$ cat config.mk
export PLATFORM = sky130hd
export DESIGN_NAME = xbar_master_port
export DESIGN_NICKNAME = d
export VERILOG_FILES = /design/src/rtl/xbar_pkg.sv /design/src/rtl/xbar_req_fifo.sv /design/src/rtl/xbar_master_port.sv
export SDC_FILE = /design/constraint.sdc
export NUM_CORES = 1
export LEC_CHECK = 0
export BUFFER_PORTS_ARGS = -buffer_cell sky130_fd_sc_hd__buf_2
export CELL_PAD_IN_SITES_DETAIL_PLACEMENT = 1
export CELL_PAD_IN_SITES_GLOBAL_PLACEMENT = 1
export CORE_ASPECT_RATIO = 0.5
export CORE_UTILIZATION = 46
export CTS_BUF_LIST = sky130_fd_sc_hd__clkbuf_2
export DETAILED_ROUTE_END_ITERATION = 7
export GPL_TIMING_DRIVEN = 0
export MAX_ROUTING_LAYER = met4
export PLACE_DENSITY = 0.73
export REMOVE_ABC_BUFFERS = 1
export SETUP_SLACK_MARGIN = 0.2
export SLEW_MARGIN = 20
export SYNTH_ARGS = -nofsm -noshare
export SYNTH_HDL_FRONTEND = slang
export SYNTH_SLANG_ARGS = --single-unit
export TNS_END_PERCENT = 20
$ cat constraint.sdc
create_clock -name clk -period 3.6 [get_ports clk]
set_input_delay 0.18 -clock clk [delete_from_list [all_inputs] [get_ports clk]]
set_output_delay 0.18 -clock clk [all_outputs]
set_load 0.02 [all_outputs]
$ cat src/rtl/xbar_pkg.sv
// Shared definitions for the crossbar master-side adapters.
package xbar_pkg;

   localparam logic CMD_READ  = 1'b0;
   localparam logic CMD_WRITE = 1'b1;

   localparam int unsigned XBAR_AW = 32;
   localparam int unsigned XBAR_DW = 32;

   typedef enum logic [1:0] {
      ST_IDLE  = 2'd0,
      ST_REQ   = 2'd1,
      ST_RDATA = 2'd2
   } state_t;

endpackage

$ cat src/rtl/xbar_req_fifo.sv
// Request FIFO holding {cmd, addr, wdata}; exposes head and the entry behind it.
module xbar_req_fifo
   import xbar_pkg::*;
#(
   parameter int unsigned DEPTH = 4,
   parameter int unsigned AW    = XBAR_AW,
   parameter int unsigned DW    = XBAR_DW
) (
   input  logic                     clk,
   input  logic                     rst,
   input  logic                     push,
   input  logic                     push_cmd,
   input  logic [AW-1:0]            push_addr,
   input  logic [DW-1:0]            push_wdata,
   input  logic                     pop,
   output logic                     head_cmd,
   output logic [AW-1:0]            head_addr,
   output logic [DW-1:0]            head_wdata,
   output logic                     next_cmd,
   output logic [AW-1:0]            next_addr,
   output logic [DW-1:0]            next_wdata,
   output logic [$clog2(DEPTH):0]   count,
   output logic                     full,
   output logic                     empty
);

   localparam int unsigned PW = $clog2(DEPTH);
   localparam int unsigned EW = 1 + AW + DW;

   logic [EW-1:0] mem [DEPTH];
   logic [PW-1:0] wr_ptr;
   logic [PW-1:0] rd_ptr;
   logic [PW-1:0] rd_nxt;
   logic          do_push;
   logic          do_pop;

   assign full    = (count == (PW+1)'(DEPTH));
   assign empty   = (count == '0);
   assign do_push = push & ~full;
   assign do_pop  = pop & ~empty;
   assign rd_nxt  = rd_ptr + 1'b1;

   assign {head_cmd, head_addr, head_wdata} = mem[rd_ptr];
   assign {next_cmd, next_addr, next_wdata} = mem[rd_nxt];

   // Storage write; contents need no reset since count gates visibility.
   always_ff @(posedge clk) begin
      if (do_push) mem[wr_ptr] <= {push_cmd, push_addr, push_wdata};
   end

   // Pointers wrap naturally at DEPTH (power of 2); count tracks occupancy.
   always_ff @(posedge clk or posedge rst) begin
      if (rst) begin
         wr_ptr <= '0;
         rd_ptr <= '0;
         count  <= '0;
      end else begin
         if (do_push) wr_ptr <= wr_ptr + 1'b1;
         if (do_pop)  rd_ptr <= rd_nxt;
         case ({do_push, do_pop})
            2'b10:   count <= count + 1'b1;
            2'b01:   count <= count - 1'b1;
            default: count <= count;
         endcase
      end
   end

endmodule

$ cat src/rtl/xbar_master_port.sv
// Master-side crossbar adapter: queues requests, issues them one at a time,
// holds them until ack and returns one in-order response per request.
module xbar_master_port
   import xbar_pkg::*;
#(
   parameter int unsigned DEPTH = 4,
   parameter int unsigned AW    = XBAR_AW,
   parameter int unsigned DW    = XBAR_DW
) (
   input  logic          clk,
   input  logic          rst,
   input  logic          in_valid,
   output logic          in_ready,
   input  logic          in_cmd,
   input  logic [AW-1:0] in_addr,
   input  logic [DW-1:0] in_wdata,
   output logic          resp_valid,
   output logic          resp_cmd,
   output logic [DW-1:0] resp_rdata,
   output logic          m_req,
   output logic          m_cmd,
   output logic [AW-1:0] m_addr,
   output logic [DW-1:0] m_wdata,
   input  logic          m_ack,
   input  logic [DW-1:0] m_rdata
);

   localparam int unsigned CW = $clog2(DEPTH) + 1;

   state_t        state;
   logic          full;
   logic          empty;
   logic [CW-1:0] count;
   logic          pop;
   logic          head_cmd;
   logic [AW-1:0] head_addr;
   logic [DW-1:0] head_wdata;
   logic          next_cmd;
   logic [AW-1:0] next_addr;
   logic [DW-1:0] next_wdata;

   assign in_ready = ~full;
   assign pop      = (state == ST_REQ) & m_ack;

   xbar_req_fifo #(.DEPTH(DEPTH), .AW(AW), .DW(DW)) u_fifo (
      .clk        (clk),
      .rst        (rst),
      .push       (in_valid),
      .push_cmd   (in_cmd),
      .push_addr  (in_addr),
      .push_wdata (in_wdata),
      .pop        (pop),
      .head_cmd   (head_cmd),
      .head_addr  (head_addr),
      .head_wdata (head_wdata),
      .next_cmd   (next_cmd),
      .next_addr  (next_addr),
      .next_wdata (next_wdata),
      .count      (count),
      .full       (full),
      .empty      (empty)
   );

   // Request FSM with registered crossbar and response outputs.
   // On a write ack with more entries queued, the entry behind the head is
   // loaded directly so back-to-back writes issue one per cycle.
   always_ff @(posedge clk or posedge rst) begin
      if (rst) begin
         state      <= ST_IDLE;
         m_req      <= 1'b0;
         m_cmd      <= CMD_READ;
         m_addr     <= '0;
         m_wdata    <= '0;
         resp_valid <= 1'b0;
         resp_cmd   <= CMD_READ;
         resp_rdata <= '0;
      end else begin
         resp_valid <= 1'b0;
         case (state)
            ST_IDLE: begin
               if (!empty) begin
                  state   <= ST_REQ;
                  m_req   <= 1'b1;
                  m_cmd   <= head_cmd;
                  m_addr  <= head_addr;
                  m_wdata <= head_wdata;
               end
            end
            ST_REQ: begin
               if (m_ack) begin
                  if (m_cmd == CMD_WRITE) begin
                     resp_valid <= 1'b1;
                     resp_cmd   <= CMD_WRITE;
                     resp_rdata <= '0;
                     if (count > CW'(1)) begin
                        m_cmd   <= next_cmd;
                        m_addr  <= next_addr;
                        m_wdata <= next_wdata;
                     end else begin
                        state <= ST_IDLE;
                        m_req <= 1'b0;
                     end
                  end else begin
                     state <= ST_RDATA;
                     m_req <= 1'b0;
                  end
               end
            end
            ST_RDATA: begin
               resp_valid <= 1'b1;
               resp_cmd   <= CMD_READ;
               resp_rdata <= m_rdata;
               if (!empty) begin
                  state   <= ST_REQ;
                  m_req   <= 1'b1;
                  m_cmd   <= head_cmd;
                  m_addr  <= head_addr;
                  m_wdata <= head_wdata;
               end else begin
                  state <= ST_IDLE;
               end
            end
            default: begin
               state <= ST_IDLE;
               m_req <= 1'b0;
            end
         endcase
      end
   end

endmodule

==> results.env, run 1 <==
RUN_STATUS='finished clean'
RELSLEWSLACK_PCT=41.8
IRDROPWORSTVDD_mV=0.732
SYNTH_TOP_AREA_CELL='edfxtp_1'
SETUP_VIOL_COUNT_FINAL=0
SYNTH.CELLS.MOST_FREQUENT='edfxtp_1 (260), mux2_2 (127), o221ai_1 (126), dfrtp_1 (109), nand2_1 (74)'
SYN-MEAN-INSTANCE-AREA_SQ_UM=13.9
PLACEDINSTANCEAREA_SQ_MM=0.0181
WORST_EP_ARRIVAL_TIME_NS=4.19
SYNTHESIZED_AREA_FRACTION_OCCUPIED_BY_ADDER_CELLS_PCT=0.999
SYNTH.CELL_AREA_SQ_MM=0.0163
PLACEMENT_ROWS=48
CRITICAL_PATH.MAX_FANOUT=47
WORST-ENDPOINT-REQUIRED_NS=4.50
GLOBALROUTETOTALUTIL_PCT=29.9
HTREE_NUM_LEVELS=3
FF2FF_SETUP_SLACK_NS=0.31
TOTALPOWERFINAL_W=0.0203
DP_HPWL_MICRONS=27200
POWER_SWITCHING_SHARE_PCT=43.4
CTS.REPORTEDPATHS.CLKPINSLEW_NS=0.12
FINAL_MIN_PERIOD_OVER_CLOCK_PERIOD_PCT=91.5
SYN2LAYOUT_AREA_GROWTH_PCT=29.6
SYNTH_EDF_COUNT=260
SETUP_REPAIR_AFTER_GLOBAL_ROUTING_MISSED_ITS_MARGIN='no'
PWR_DENSITY_CELL_mW_PER_MM2=960
TIMING_HOLD_VIOLATIONS_FINAL=0
POSTSYNTHREGISTERBITS=369
INSERTION_DELAY_NS=1.06
HOLDPATHSTAGES=4
CTS_TREE='done'
DP.CELLS=1763
GLOBAL_ROUTE.OVERFLOW_TOTAL=0
ANTENNA_FOUND_INITIAL=1
VIAS=12800
IOPINCOUNT=202
DIE_Y_MICRONS=135
SYNTH_XOR_AREA_SHARE_PCT=0.323
GP_ROUTABILITY_CONGESTION=0.754
SYNTH-SIMPLE-AREA-SHARE_PCT=5.68
CTS_INSERTED_BUFFERS=86
SYNTHDISTINCTLIBCELLS=42
DIE-AREA_SQ_MM=0.0362
FINALINSTANCEAREA_SQ_MM=0.0211
ASYNC_RESET_FF_SHARE_PCT=29.5
SYNTHESIS.INSTANCES=1174
VIA_COUNT_OF_THE_FIRST_GLOBAL_ROUTING_PASS=14200
WORSTHOLDSTART='m_ack'
BUFS_ON_LONGEST_CLOCK_PATH=3
POST-SYNTH-TOP-COUNT-CELL='edfxtp_1'
MAXCAP_VIOLATIONS=0
SYNTH-COMPOUND-AREA-SHARE_PCT=15.4
SYNTH_TOP_AREA_SHARE_PCT=48.0
TIMING_WORST_SETUP_PATH_TYPE='flip-flop to flip-flop'
YOSYSWARNINGCOUNT=0
VIAS_PER_CELL=5.99
PART_OF_THE_TOTAL_POWER_DISSIPATED_IN_COMBINATIONAL_LOGIC_PCT=52.8
CLOCK_SINK_COUNT=369
SLEW_VIOLATIONS=0
START_KIND='flip-flop'
POWER.SHARE.CLOCK_PCT=14.5
TIMING.REG2REG.WORST_PATH_DEPTH=12
TIMING.CRITICAL_PATH.TO_TYPE='flip-flop'
PORTBUFFERS=201
POWER_SWITCHING_W=0.00880
YOSYS-TOP-CELLS-AREA='edfxtp_1 (48%), dfrtp_1 (17%), mux2_2 (8.8%), o221ai_1 (6.8%), a22o_1 (3.4%)'
GRT_START_MAX_NET_PINS=76
HOLDCRITPATHCLASS='primary input to flip-flop'
WIRE_PER_INST_MICRONS=24.6
P_INT_W=0.0115
P_SEQ_SHARE_PCT=32.7
GRT_FIRST_PASS_WIRELENGTH_MICRONS=79900
DIE_WIDTH_MICRONS=268
MAXIMUM_CLOCK_FREQUENCY_MHz=304
DRC=0
DRIVE_ABOVE_1_SHARE_PCT=31.7
INITIAL_CORE_UTIL_PCT=47.0
FINAL.SETUP_SKEW_NS=0.0677
POWER.STATIC_LEAKAGE_nW=8.18
LARGEST_FAMILY_OF_LOGIC_CELLS_BY_SYNTHESIZED_AREA='compound AO/OA/AOI/OAI gates'
SYNTH_TOP_FLOP_CELL='edfxtp_1'
LAYOUT.CELLS.NON_FILLER=2136
DR.PASS1.ITERS=5
WL_MICRONS=52500
CRITICAL_PATH.REG2REG.STARTPOINT='state[0]$_DFFE_PP0P_'
POST_SYNTH_MUX_AREA_SHARE_PCT=9.18
DRT_ITER0_MARKERS=849
CTS_ROOT_BUFFER='clkbuf_2'
FINALNETCOUNT=1703
ANT_NETS=0
CRITICAL_PATH.STARTPOINT='state[0]$_DFFE_PP0P_'
DESIGN.CORE.AREA_SQ_MM=0.0347
SYNTH.YOSYS.SEQ_AREA_SHARE_PCT=64.7
PERIOD_MINUS_SLACK_NS=3.29
MAX_SLEW.WORST_PIN.SLEW_NS=0.873
[final cells by class]
cell class,count,area (sq um)
Fill cell,3454,13500
Sequential cell,369,10500
Multi-Input combinational cell,680,5220
Timing Repair Buffer,441,3870
Clock buffer,136,681
Tap cell,475,594
Clock inverter,23,146
Inverter,11,51.3
Antenna cell,1,2.50
[worst max-delay path: stages, from the launching register on]
cell and delay (ns):
dfrtp_1 0.47, inv_2 0.15, ha_4 0.17, buf_16 0.25
buf_12 0.24, or2_4 0.19, buf_12 0.26, buf_16 0.23
nand2b_1 0.12, a22oi_4 0.22, buf_16 0.20, buf_16 0.19
mux2_2 0.37
[power groups by stage]
stage          logic [W]  clock network, W  registers (W)
2_1_floorplan    0.00525                 0        0.00738
4_1_cts           0.0105           0.00295        0.00657
3_3_place_gp     0.00712                 0        0.00691
3_5_place_dp      0.0100                 0        0.00666
6_report          0.0107           0.00294        0.00662
5_1_grt           0.0113           0.00318        0.00673
[routing by layer]
layer	vias to the layer above	GRT usage (%)	wire length (microns)
li1	5550	-	-
met1	6605	33.5	20500
met2	506	52.2	27700
met3	132	6.36	2990
met4	0	12.5	1390
met5	-	-	0
[what timing repair did]
| action | in CTS | in global routing |
|---|---|---|
| pin swaps | 1 | 0 |
| gates cloned | 2 | 0 |
| endpoints found under the hold margin | 526 | 0 |
| resized for setup | 1 | 1 |
| setup endpoints to repair | 64 | 18 |
| setup buffers | 5 | 0 |
| hold buffers | 206 | 0 |
[path summary, 6_finish.rpt]
| kind | end |
|---|---|
| min in group asynchronous | m_wdata[7]$_DFFE_PP0P_ |
| max in group asynchronous | m_wdata[29]$_DFFE_PP0P_ |
| min reg2reg | resp_cmd$_DFFE_PP0P_ |
| max | m_addr[30]$_DFFE_PP0P_ |
| min | resp_valid$_DFF_PP0_ |
| max reg2reg | m_addr[30]$_DFFE_PP0P_ |
[sequential cells by signal, indices dropped and copies added (netlist names)]
| name | flops |
|---|---|
| state | 2 |
| m_cmd | 1 |
| u_fifo.wr_ptr | 2 |
| resp_valid | 1 |
| u_fifo.rd_ptr | 2 |
| resp_rdata | 32 |
| m_addr | 32 |
| u_fifo.count | 3 |
| resp_cmd | 1 |
| u_fifo.mem | 260 |
| m_wdata | 32 |
| m_req | 1 |
[cells in the final DEF, fill, tap and decap left out, types with 2 or more instances in the layout]
cell type / instances
inv_1: 8
and2_1: 2
buf_2: 201
buf_16: 23
clkinv_1: 17
nor2_1: 65
a22o_1: 64
o22ai_1: 2
inv_2: 3
bufinv_16: 2
xnor2_1: 5
mux4_2: 2
nand2_1: 73
ha_1: 11
ha_4: 2
and3_4: 4
a21oi_1: 4
buf_12: 4
a31oi_1: 2
o211ai_1: 5
buf_4: 4
dfrtp_4: 2
clkinvlp_4: 2
clkbuf_2: 136
o21ai_0: 37
edfxtp_1: 260
mux2_2: 127
a22oi_1: 63
nor2b_1: 2
dfrtp_1: 107
nor3_1: 63
dlygate4sd3_1: 206
mux2i_1: 2
o221ai_1: 126
[cells by family (layout without fill, tap and decap cells)]
group	Yosys count	in the layout
compound gates	313	313
xor+xnor	6	6
fa+ha+maj	13	13
buf+inv	126	611
flops	369	369
mux	131	131
other cells	0	1
simple gates	216	217
[per-stage QoR]
| stage | util (%) | hold slack [ns] | setup TNS, ns | worst slack (ns) |
|---|---|---|---|---|
| global route | 60.9 | 0.0689 | 0 | 0.233 |
| floorplan | - | 0.279 | -201.27 | -3.06 |
| global placement | 50.0 | 0.389 | -993.67 | -8.66 |
| CTS | 60.9 | 0.0273 | 0 | 0.259 |
| finish | 60.9 | 0.102 | 0 | 0.307 |
| detailed placement | 52.3 | 0.249 | -26.74 | -0.529 |
Power figures use the tool's default switching activity.
==> run 2: changes to the inputs <==
--- a/config.mk
+++ b/config.mk
@@ -13,7 +13,6 @@
 export CTS_BUF_LIST = sky130_fd_sc_hd__clkbuf_2
 export DETAILED_ROUTE_END_ITERATION = 7
 export GPL_TIMING_DRIVEN = 0
-export MAX_ROUTING_LAYER = met4
 export PLACE_DENSITY = 0.73
 export REMOVE_ABC_BUFFERS = 1
 export SETUP_SLACK_MARGIN = 0.2
==> results.env, run 2 (same netlist as run 1, synthesis figures left out) <==
WL_MICRONS=52400  # -0.21%
IRDROPWORSTVDD_mV=0.737  # +0.59%
CRITICAL_PATH.MOST_COMMON_CELL='buf_16'
BUFS_ON_LONGEST_CLOCK_PATH=3  # unchanged
CLOCK_SINK_COUNT=369  # unchanged
GRT_START_MAX_NET_PINS=76  # unchanged
RUN_STATUS='finished clean'
IOPINCOUNT=202  # unchanged
SLEW_VIOLATIONS=0  # unchanged
POWER.STATIC_LEAKAGE_nW=8.18  # about the same
VIAS=12700  # -0.73%
SYN2LAYOUT_AREA_GROWTH_PCT=29.7  # about the same
SLOWEST_DELAY_NS=0.46  # about the same
TIMING.CRITICAL_PATH.TO_TYPE='flip-flop'
HOLDPATHSTAGES=4  # unchanged
TIMING.CRITICAL_PATH.CELLS='inv_2, ha_4, buf_16, buf_12, or2_4, buf_12, buf_16, nand2b_1, a22oi_4, buf_16, buf_16, mux2_2'
FF2FF_SETUP_SLACK_NS=0.32  # about the same
FINAL.SETUP_SKEW_NS=0.0595  # -0.00817 ns
VIAS_PER_CELL=5.94  # -0.87%
CTS_INSERTED_BUFFERS=86  # unchanged
TIMING_HOLD_VIOLATIONS_FINAL=0  # unchanged
MAXIMUM_CLOCK_FREQUENCY_MHz=305  # +0.38%
MAX_FLOP_REGISTER='u_fifo.mem'
INSERTION_DELAY_NS=1.08  # +0.02 ns
DIE-AREA_SQ_MM=0.0362  # unchanged
DESIGN.CORE.AREA_SQ_MM=0.0347  # unchanged
DIE_WIDTH_MICRONS=268  # unchanged
MOST_COMMON_LIBRARY_CELL_IN_THE_LAYOUT_IGNORING_FILL_AND_TAPS='edfxtp_1'
CTS.REPORTEDPATHS.CLKPINSLEW_NS=0.12  # about the same
WORST-ENDPOINT-REQUIRED_NS=4.53  # +0.03 ns
SETUP_REPAIR_AFTER_GLOBAL_ROUTING_MISSED_ITS_MARGIN='no'
MAX_SLEW.WORST_PIN.SLEW_NS=0.878  # +0.00487 ns
WORSTHOLDSTART='m_ack'
TIMING.REG2REG.WORST_PATH_DEPTH=12  # unchanged
CPMAXSTAGEDELAYCELL='dfrtp_1'
PLACEMENT_ROWS=48  # unchanged
SETUP_VIOL_COUNT_FINAL=0  # unchanged
CTS_TREE='done'
PWR_DENSITY_CELL_mW_PER_MM2=960  # about the same
HTREE_NUM_LEVELS=3  # unchanged
LARGEST_REGISTER_FF_COUNT=260  # unchanged
DRC=0  # unchanged
TIMING_WORST_SETUP_PATH_TYPE='flip-flop to flip-flop'
CRITICAL_PATH.REG2REG.STARTPOINT='state[0]$_DFFE_PP0P_'
HOLDPATHEND='resp_valid$_DFF_PP0_'
WORST_EP_ARRIVAL_TIME_NS=4.21  # +0.02 ns
ANTENNA_FOUND_INITIAL=1  # unchanged
PORTBUFFERS=201  # unchanged
CTS_ROOT_BUFFER='clkbuf_2'
DRT_ITER0_MARKERS=896  # +5.5%
PERIOD_MINUS_SLACK_NS=3.28  # -0.0124 ns
START_KIND='flip-flop'
CRITICAL_PATH.MAX_FANOUT=47  # unchanged
ANT_NETS=0  # unchanged
GRT_FIRST_PASS_WIRELENGTH_MICRONS=79900  # about the same
DIE_Y_MICRONS=135  # unchanged
VIA_COUNT_OF_THE_FIRST_GLOBAL_ROUTING_PASS=14200  # -0.028%
FINAL_MIN_PERIOD_OVER_CLOCK_PERIOD_PCT=91.1  # -0.34 points
GP_ROUTABILITY_CONGESTION=0.743  # -1.5%
PLACEDINSTANCEAREA_SQ_MM=0.0181  # unchanged
LAYOUT_COMMON_CELLS='edfxtp_1 (260), dlygate4sd3_1 (206), buf_2 (201)'
INITIAL_CORE_UTIL_PCT=47.0  # unchanged
HOLDCRITPATHCLASS='primary input to flip-flop'
SETUP_TNS_NS=0  # unchanged
DRIVE_ABOVE_1_SHARE_PCT=31.7  # unchanged
TOTALPOWERFINAL_W=0.0203  # about the same
WIRE_PER_INST_MICRONS=24.5  # -0.35%
FINALNETCOUNT=1703  # unchanged
MAXCAP_VIOLATIONS=0  # unchanged
WORST_REG2REG_ENDPOINT='m_addr[30]$_DFFE_PP0P_'
FIN_HOLD_WS_NS=0.0644  # -0.0378 ns
RELSLEWSLACK_PCT=41.5  # -0.32 points
FINALINSTANCEAREA_SQ_MM=0.0211  # about the same
GLOBAL_ROUTE.OVERFLOW_TOTAL=0  # unchanged
DR.PASS1.ITERS=5  # unchanged
GLOBALROUTETOTALUTIL_PCT=29.0  # -0.89 points
DP_HPWL_MICRONS=27200  # unchanged
-- run 2: final cells by class --
class / instances / area (sq um)
clock buffer: 136 / 681
fill: 3451 / 13500
antenna: 4 / 10.0
inverter: 11 / 51.3
clock inverter: 23 / 146
multi-input combinational: 680 / 5220
sequential: 369 / 10500
tap: 475 / 594
timing repair buffer: 441 / 3870
-- run 2: worst max-delay path by stage --
stage / startpoint / to / slack [ns] / depth (start not counted)
after floorplan: state[0]$_DFFE_PP0P_ / m_addr[0]$_DFFE_PP0P_ / -3.06 / 6
final: state[0]$_DFFE_PP0P_ / m_addr[30]$_DFFE_PP0P_ / 0.32 / 12
after detailed placement: state[0]$_DFFE_PP0P_ / m_wdata[24]$_DFFE_PP0P_ / -0.53 / 12
after CTS: state[0]$_DFFE_PP0P_ / m_wdata[18]$_DFFE_PP0P_ / 0.26 / 12
after global placement: state[0]$_DFFE_PP0P_ / m_wdata[24]$_DFFE_PP0P_ / -8.66 / 6
after global routing: state[0]$_DFFE_PP0P_ / m_addr[30]$_DFFE_PP0P_ / 0.24 / 12
-- run 2: per-stage QoR --
step / worst slack, ns / util [%] / instances
after global routing: 0.236 / 60.9 / 2136
after detailed placement: -0.529 / 52.3 / 1763
final: 0.320 / 60.9 / 2139
after CTS: 0.259 / 60.9 / 2135
after global placement: -8.66 / 50.0 / 1735
after floorplan: -3.06 / - / 1059
-- run 2: metal layers --
layer	vias up	wire length (microns)	GRT usage [%]	part of all wire (%)
met4	0	1520	12.4	2.9
li1	5554	-	-	-
met3	157	3020	6.40	5.8
met1	6478	20300	33.5	39
met5	-	0	0	0
met2	511	27600	52.3	53
-- run 2: what timing repair did --
item,4_1_cts,5_1_grt
gates cloned,2,0
buffers inserted,5,0
hold endpoints to repair,526,0
hold buffers,206,0
gates resized for setup,1,1
pin swaps,1,0
endpoints found under the setup margin,64,21
-- run 2: where the power goes --
group	leakage (nW)	internal [W]	total, W	switching [W]
Clock	0.629	0.00114	0.00294	0.00180
Combinational	3.82	0.00450	0.0107	0.00621
Sequential	3.73	0.00583	0.00662	0.000785
-- run 2: worst max-delay path: cells and delay by family, from the launching register on --
| kind | cells | cell delay (ns) |
|---|---|---|
| AO/OA/AOI/OAI | 1 | 0.22 |
| adder cells (fa/ha/maj) | 1 | 0.17 |
| buffers and inverters | 7 | 1.53 |
| flip-flops | 1 | 0.46 |
| multiplexers | 1 | 0.37 |
| AND/OR/NAND/NOR | 2 | 0.30 |
